**src/rtl/pifo_req_dispatch.sv**
```systemverilog
// pifo_req_dispatch: host request front end for the multi-lane PIFO tree top.
//   Accepts one push/pop per cycle (i_req_valid/o_req_ready), routes it to
//   lane tree_id % LEVEL and drives that lane's o_push/o_pop strobe one cycle
//   after acceptance. A per-tree occupancy count lets it drop pops to empty
//   trees, pushes to full trees and illegal tree IDs (o_drop, o_drop_code,
//   saturating o_drop_cnt) instead of forwarding them.
//   Clock i_clk, asynchronous active-low reset i_arst_n.
module pifo_req_dispatch #(
    parameter  int PTW           = 16,
    parameter  int MTW           = 0,
    parameter  int LEVEL         = 3,
    parameter  int TREE_NUM      = 12,
    parameter  int OCC_MAX       = 14,
    parameter  int DCW           = 16,
    localparam int TREE_NUM_BITS = $clog2(TREE_NUM),
    localparam int OCW           = $clog2(OCC_MAX + 1),
    localparam int DW            = MTW + PTW
) (
    input  logic                     i_clk,
    input  logic                     i_arst_n,
    input  logic                     i_req_valid,
    output logic                     o_req_ready,
    input  logic                     i_req_op,
    input  logic [TREE_NUM_BITS-1:0] i_req_tree_id,
    input  logic [DW-1:0]            i_req_data,
    output logic [LEVEL-1:0]         o_push,
    output logic [LEVEL-1:0]         o_pop,
    output logic [TREE_NUM_BITS-1:0] o_push_tree_id [0:LEVEL-1],
    output logic [TREE_NUM_BITS-1:0] o_pop_tree_id  [0:LEVEL-1],
    output logic [DW-1:0]            o_push_data    [0:LEVEL-1],
    input  logic [LEVEL-1:0]         i_task_fifo_full,
    output logic                     o_drop,
    output logic [1:0]               o_drop_code,
    output logic [DCW-1:0]           o_drop_cnt
);
    localparam int LW = (LEVEL > 1) ? $clog2(LEVEL) : 1;

    logic [OCW-1:0]           occ [TREE_NUM];
    logic [OCW-1:0]           cur_occ;
    logic [LW-1:0]            lane;
    logic [LW-1:0]            stage_lane;
    logic                     legal;
    logic                     accept;
    logic                     fwd;
    logic                     stage_valid;
    logic                     stage_op;
    logic [1:0]               code;
    logic [TREE_NUM_BITS-1:0] stage_id;
    logic [DW-1:0]            stage_data;

    // Blocking a lane while its previous request is staged spaces same-lane
    // requests by one cycle, which covers the one-cycle lag of the full flag.
    always_comb begin
        lane        = LW'(int'(i_req_tree_id) % LEVEL);
        legal       = int'(i_req_tree_id) < TREE_NUM;
        cur_occ     = legal ? occ[i_req_tree_id] : '0;
        o_req_ready = !legal || (!i_task_fifo_full[lane] && !(stage_valid && stage_lane == lane));
        accept      = i_req_valid && o_req_ready;
        code        = !legal                                  ? 2'b11 :
                      (!i_req_op && cur_occ == OCW'(OCC_MAX)) ? 2'b01 :
                      (i_req_op && cur_occ == '0)             ? 2'b10 : 2'b00;
        fwd         = accept && code == 2'b00;
    end

    always_ff @(posedge i_clk or negedge i_arst_n) begin
        if (!i_arst_n) begin
            stage_valid <= 1'b0;
            stage_lane  <= '0;
            stage_op    <= 1'b0;
            stage_id    <= '0;
            stage_data  <= '0;
            o_drop      <= 1'b0;
            o_drop_code <= 2'b00;
            o_drop_cnt  <= '0;
            for (int t = 0; t < TREE_NUM; t++) occ[t] <= '0;
        end else begin
            stage_valid <= fwd;
            if (fwd) begin
                stage_lane <= lane;
                stage_op   <= i_req_op;
                stage_id   <= i_req_tree_id;
                stage_data <= i_req_data;
                occ[i_req_tree_id] <= i_req_op ? cur_occ - 1'b1 : cur_occ + 1'b1;
            end
            o_drop      <= accept && !fwd;
            o_drop_code <= accept ? code : 2'b00;
            if (accept && !fwd && o_drop_cnt != '1) o_drop_cnt <= o_drop_cnt + 1'b1;
        end
    end

    // Idle lanes present zeros on their ID/data outputs.
    always_comb begin
        for (int l = 0; l < LEVEL; l++) begin
            o_push[l]         = stage_valid && stage_lane == LW'(l) && !stage_op;
            o_pop[l]          = stage_valid && stage_lane == LW'(l) && stage_op;
            o_push_tree_id[l] = o_push[l] ? stage_id : '0;
            o_pop_tree_id[l]  = o_pop[l] ? stage_id : '0;
            o_push_data[l]    = o_push[l] ? stage_data : '0;
        end
    end
endmodule
```
**config.mk**
```make
export PLATFORM = sky130hd
export DESIGN_NAME = pifo_req_dispatch
export DESIGN_NICKNAME = d
export VERILOG_FILES = /design/src/rtl/pifo_req_dispatch.sv
export SDC_FILE = /design/constraint.sdc
export NUM_CORES = 1
export LEC_CHECK = 0
export ABC_AREA = 1
export CORE_AREA = 5 5 118 120
export CTS_CLUSTER_DIAMETER = 60
export DETAILED_ROUTE_END_ITERATION = 10
export DIE_AREA = 0 0 123 125
export HOLD_SLACK_MARGIN = 0.08
export PLACE_DENSITY = 0.75
export SYNTH_ARGS = -nofsm -noshare
export SYNTH_HDL_FRONTEND = slang
export SYNTH_SLANG_ARGS = --single-unit
export TNS_END_PERCENT = 50
```
**constraint.sdc**
```tcl
create_clock -name i_clk -period 3.3 [get_ports i_clk]
set_input_delay 0.66 -clock i_clk [delete_from_list [all_inputs] [get_ports i_clk]]
set_output_delay 0.66 -clock i_clk [all_outputs]
set_load 0.01 [all_outputs]
```
==> impl_results.md <==
* Startpoint class of the critical path: input pin
* Placed insts at 1097
* Slew Viols, Final at 0
* Final WL at 18400 um
* Layout cells sized above 1 at 0.205
* H-tree Lvls at 3
* Failing checks: negative setup slack
* Synth Cell Area at 5580 um^2
* RSZ-0062 raised after global routing: yes
* Crit Path Max Fanout at 10
* Maximum root-to-sink buffer count at 2
* Worst R2R Start: occ[20]$_DFFE_PN0P_
* Clock Pin Slew Worst Setup and Hold Paths at 0.06 ns
* Relative slew slack at 0.543
* Die width at 123 um
* Overall global routing resource usage at 0.225
* # rows at 42
* Worst setup EP type: flip-flop
* Leading area contributor after synthesis: dfrtp_1
* Ant. Diodes at 0
* Synth Flop Type: dfrtp_1
* Global-route congestion overflow total at 0
* Most frequent cell after synthesis: nand2_1
* Worst-Margin Slew at 0.685 ns
* WL per Instance at 16.0 um
* Final period utilization at 1.06
* Worst path required time at 3.58 ns
* Final net count at 1004
* Buffers on Ports at 124
* # IOs at 125
* Vias in the first global route at 5711
* PwrDens at 577 nW/um^2
* R2r worst-path depth at 14
* Core area at 12900 um^2
* Root buffer cell: clkbuf_16
* Sequential area share after synthesis at 0.408
* Drt first-iter violations at 656
* CTS tree: yes
* Synthesized Nets at 803
* Pre-CTS WS at -0.914 ns
* P_leak at 3.95 nW
* Area grow syn2layout at 47.9%
* Finish-stage setup viols at 76
* Largest net degree at the start of global routing at 53
* Setup TNS at -10.62 ns
* Reg2reg setup slack at 0.95 ns
* Latest clock arrival within the worst-skew pair at 0.35 ns
* Max VDD drop at 0.301 mV
* First-pass GRT wire length at 28200 um
* Synth cell types at 30
* Final Skew at 0.00865 ns
* Die area at 15400 um^2
* Syn. warnings at 0
* Final core occ at 0.641
* Flops & latches, synth at 91
* ANT nets after route at 0
* Post-Synthesis Cells at 768
* Number of max-cap violations at 0
* Final Hold Violating Endpoints at 0
* Routability congestion estimate at 0.926
* Status: finished with violations
* Inserted Clock Buffers at 9
* Worst setup margin at -0.212 ns
* Hold Path Class: in -> async
* DR vias at 6024
* Fmax at 285 MHz
* Avg Cell Area, Syn at 7.27 um^2
* Final HPWL DP at 11700 um
* Synth area leaders: dfrtp_1, nand2_1, nand4_1, nor2_1, inv_1
* Min cycle time layout at 3.51 ns
* CP Class: in -> reg
* DR pass1 iterations at 5
* Asr flop ratio synth at 1.00
* Number of flops mapped to enable cells by yosys at 0
* Num Clock Sinks at 91
* Finished Layout Cells at 1147
* Initial antenna violation count at 0
* Die Ht at 125 um
* Starting Density at 0.434
* Min Hold Slack at 0.294 ns
* Yosys top cell area share at 0.408
* Commonest cells post-synth: nand2_1, nor2_1, dfrtp_1, nand4_1, inv_1
* Worst setup startpoint: i_req_tree_id[3]
* Worst Path Arrival at 3.80 ns
* Vias per cell at 5.25
* DRC Markers at 0
[critical path: stages]
cell and delay (ns):
buf_6 0.10, buf_6 0.11, nor2_4 0.13, ha_4 0.17
nand3_4 0.10, nand4_1 0.16, nand2_2 0.10, buf_4 0.14
buf_6 0.10, buf_4 0.11, buf_4 0.11, buf_4 0.12
buf_4 0.13, nand2_4 0.06, nand3_2 0.07, nand2_1 0.08
inv_1 0.04, nand2_1 0.06, nand2_2 0.09, buf_4 0.14
buf_4 0.12, buf_4 0.13, a21oi_4 0.20, buf_4 0.16
buf_6 0.10, clkbuf_16 0.14, nand4_1 0.09, nand2_1 0.07
[report_power, final]
part	switching, mW	internal (mW)	leakage [nW]
clock network	0.415	0.670	0.150
logic	1.15	0.831	2.61
registers	0.214	1.49	1.18
[cell usage in the layout, fill, tap and decap left out, types with 4 or more instances in the layout]
cell type	count
dfrtp_1	91
o21ai_1	5
buf_6	11
nand3_1	20
inv_1	64
buf_12	7
nand2_4	10
o21ai_2	17
clkdlybuf4s50_1	118
ha_1	4
clkbuf_16	14
xor2_1	12
nand2_1	236
nor3_1	6
inv_2	8
nand4_1	91
o21ai_0	6
nand2_2	19
nor2_4	7
buf_4	85
nor2_1	107
[registers in the layout (all words and copies together) (netlist names)]
name         count
occ             48
o_drop_cnt      16
stage_data      16
stage_id         4
o_drop_code      2
stage_lane       2
o_drop           1
stage_op         1
stage_valid      1
[layer usage]
| layer | global-route usage | vias up | wire length, um |
|---|---|---|---|
| met2 | 0.371 | 293 | 8890 |
| met1 | 0.290 | 2796 | 7270 |
| met4 | 0.0964 | 0 | 665 |
| met5 | 0 | - | 0 |
| li1 | - | 2880 | - |
| met3 | 0.0416 | 55 | 1580 |
[layout make-up]
| class | count | area, um^2 |
|---|---|---|
| well taps | 176 | 220 |
| clock inverters | 3 | 65.1 |
| clock buffers | 10 | 239 |
| flip-flops and latches | 91 | 2280 |
| repair buffers | 228 | 2220 |
| fillers | 1048 | 4620 |
| inverters | 74 | 283 |
| multi-input cells | 565 | 2950 |
[worst paths after layout]
kind / endpoint
setup / recovery: o_drop_cnt[11]$_DFFE_PN0P_
hold / removal: occ[33]$_DFFE_PN0P_
setup reg to reg: stage_data[14]$_DFFE_PN0P_
hold reg to reg: occ[41]$_DFFE_PN0P_
max in group asynchronous: stage_data[10]$_DFFE_PN0P_
min in group i_clk: occ[41]$_DFFE_PN0P_
[kinds of logic (layout without fill, tap and decap cells)]
logic type / after synthesis / count (layout) / share of synthesized area
AO/OA/AOI/OAI: 34 / 34 / 0.0442
XOR/XNOR: 15 / 15 / 0.0235
adder cells (fa/ha/maj): 8 / 8 / 0.0193
buffers and inverters: 112 / 315 / 0.0897
flip-flops: 91 / 91 / 0.408
AND/OR/NAND/NOR: 508 / 508 / 0.415
[stage by stage]
stage	power, mW	area [um^2]
2_1_floorplan	2.73	5590
3_3_place_gp	3.41	7400
3_5_place_dp	3.44	7400
4_1_cts	4.62	7960
5_1_grt	5.04	8260
6_report	4.77	8260
[timing repair]
| item | CTS | global route |
|---|---|---|
| gates resized for setup | 34 | 29 |
| pin swaps | 14 | 21 |
| setup buffers | 27 | 8 |
| endpoints found under the setup margin | 92 | 89 |
| gates cloned | 0 | 5 |
| hold buffers | 0 | 0 |
Power figures use the tool's default switching activity.
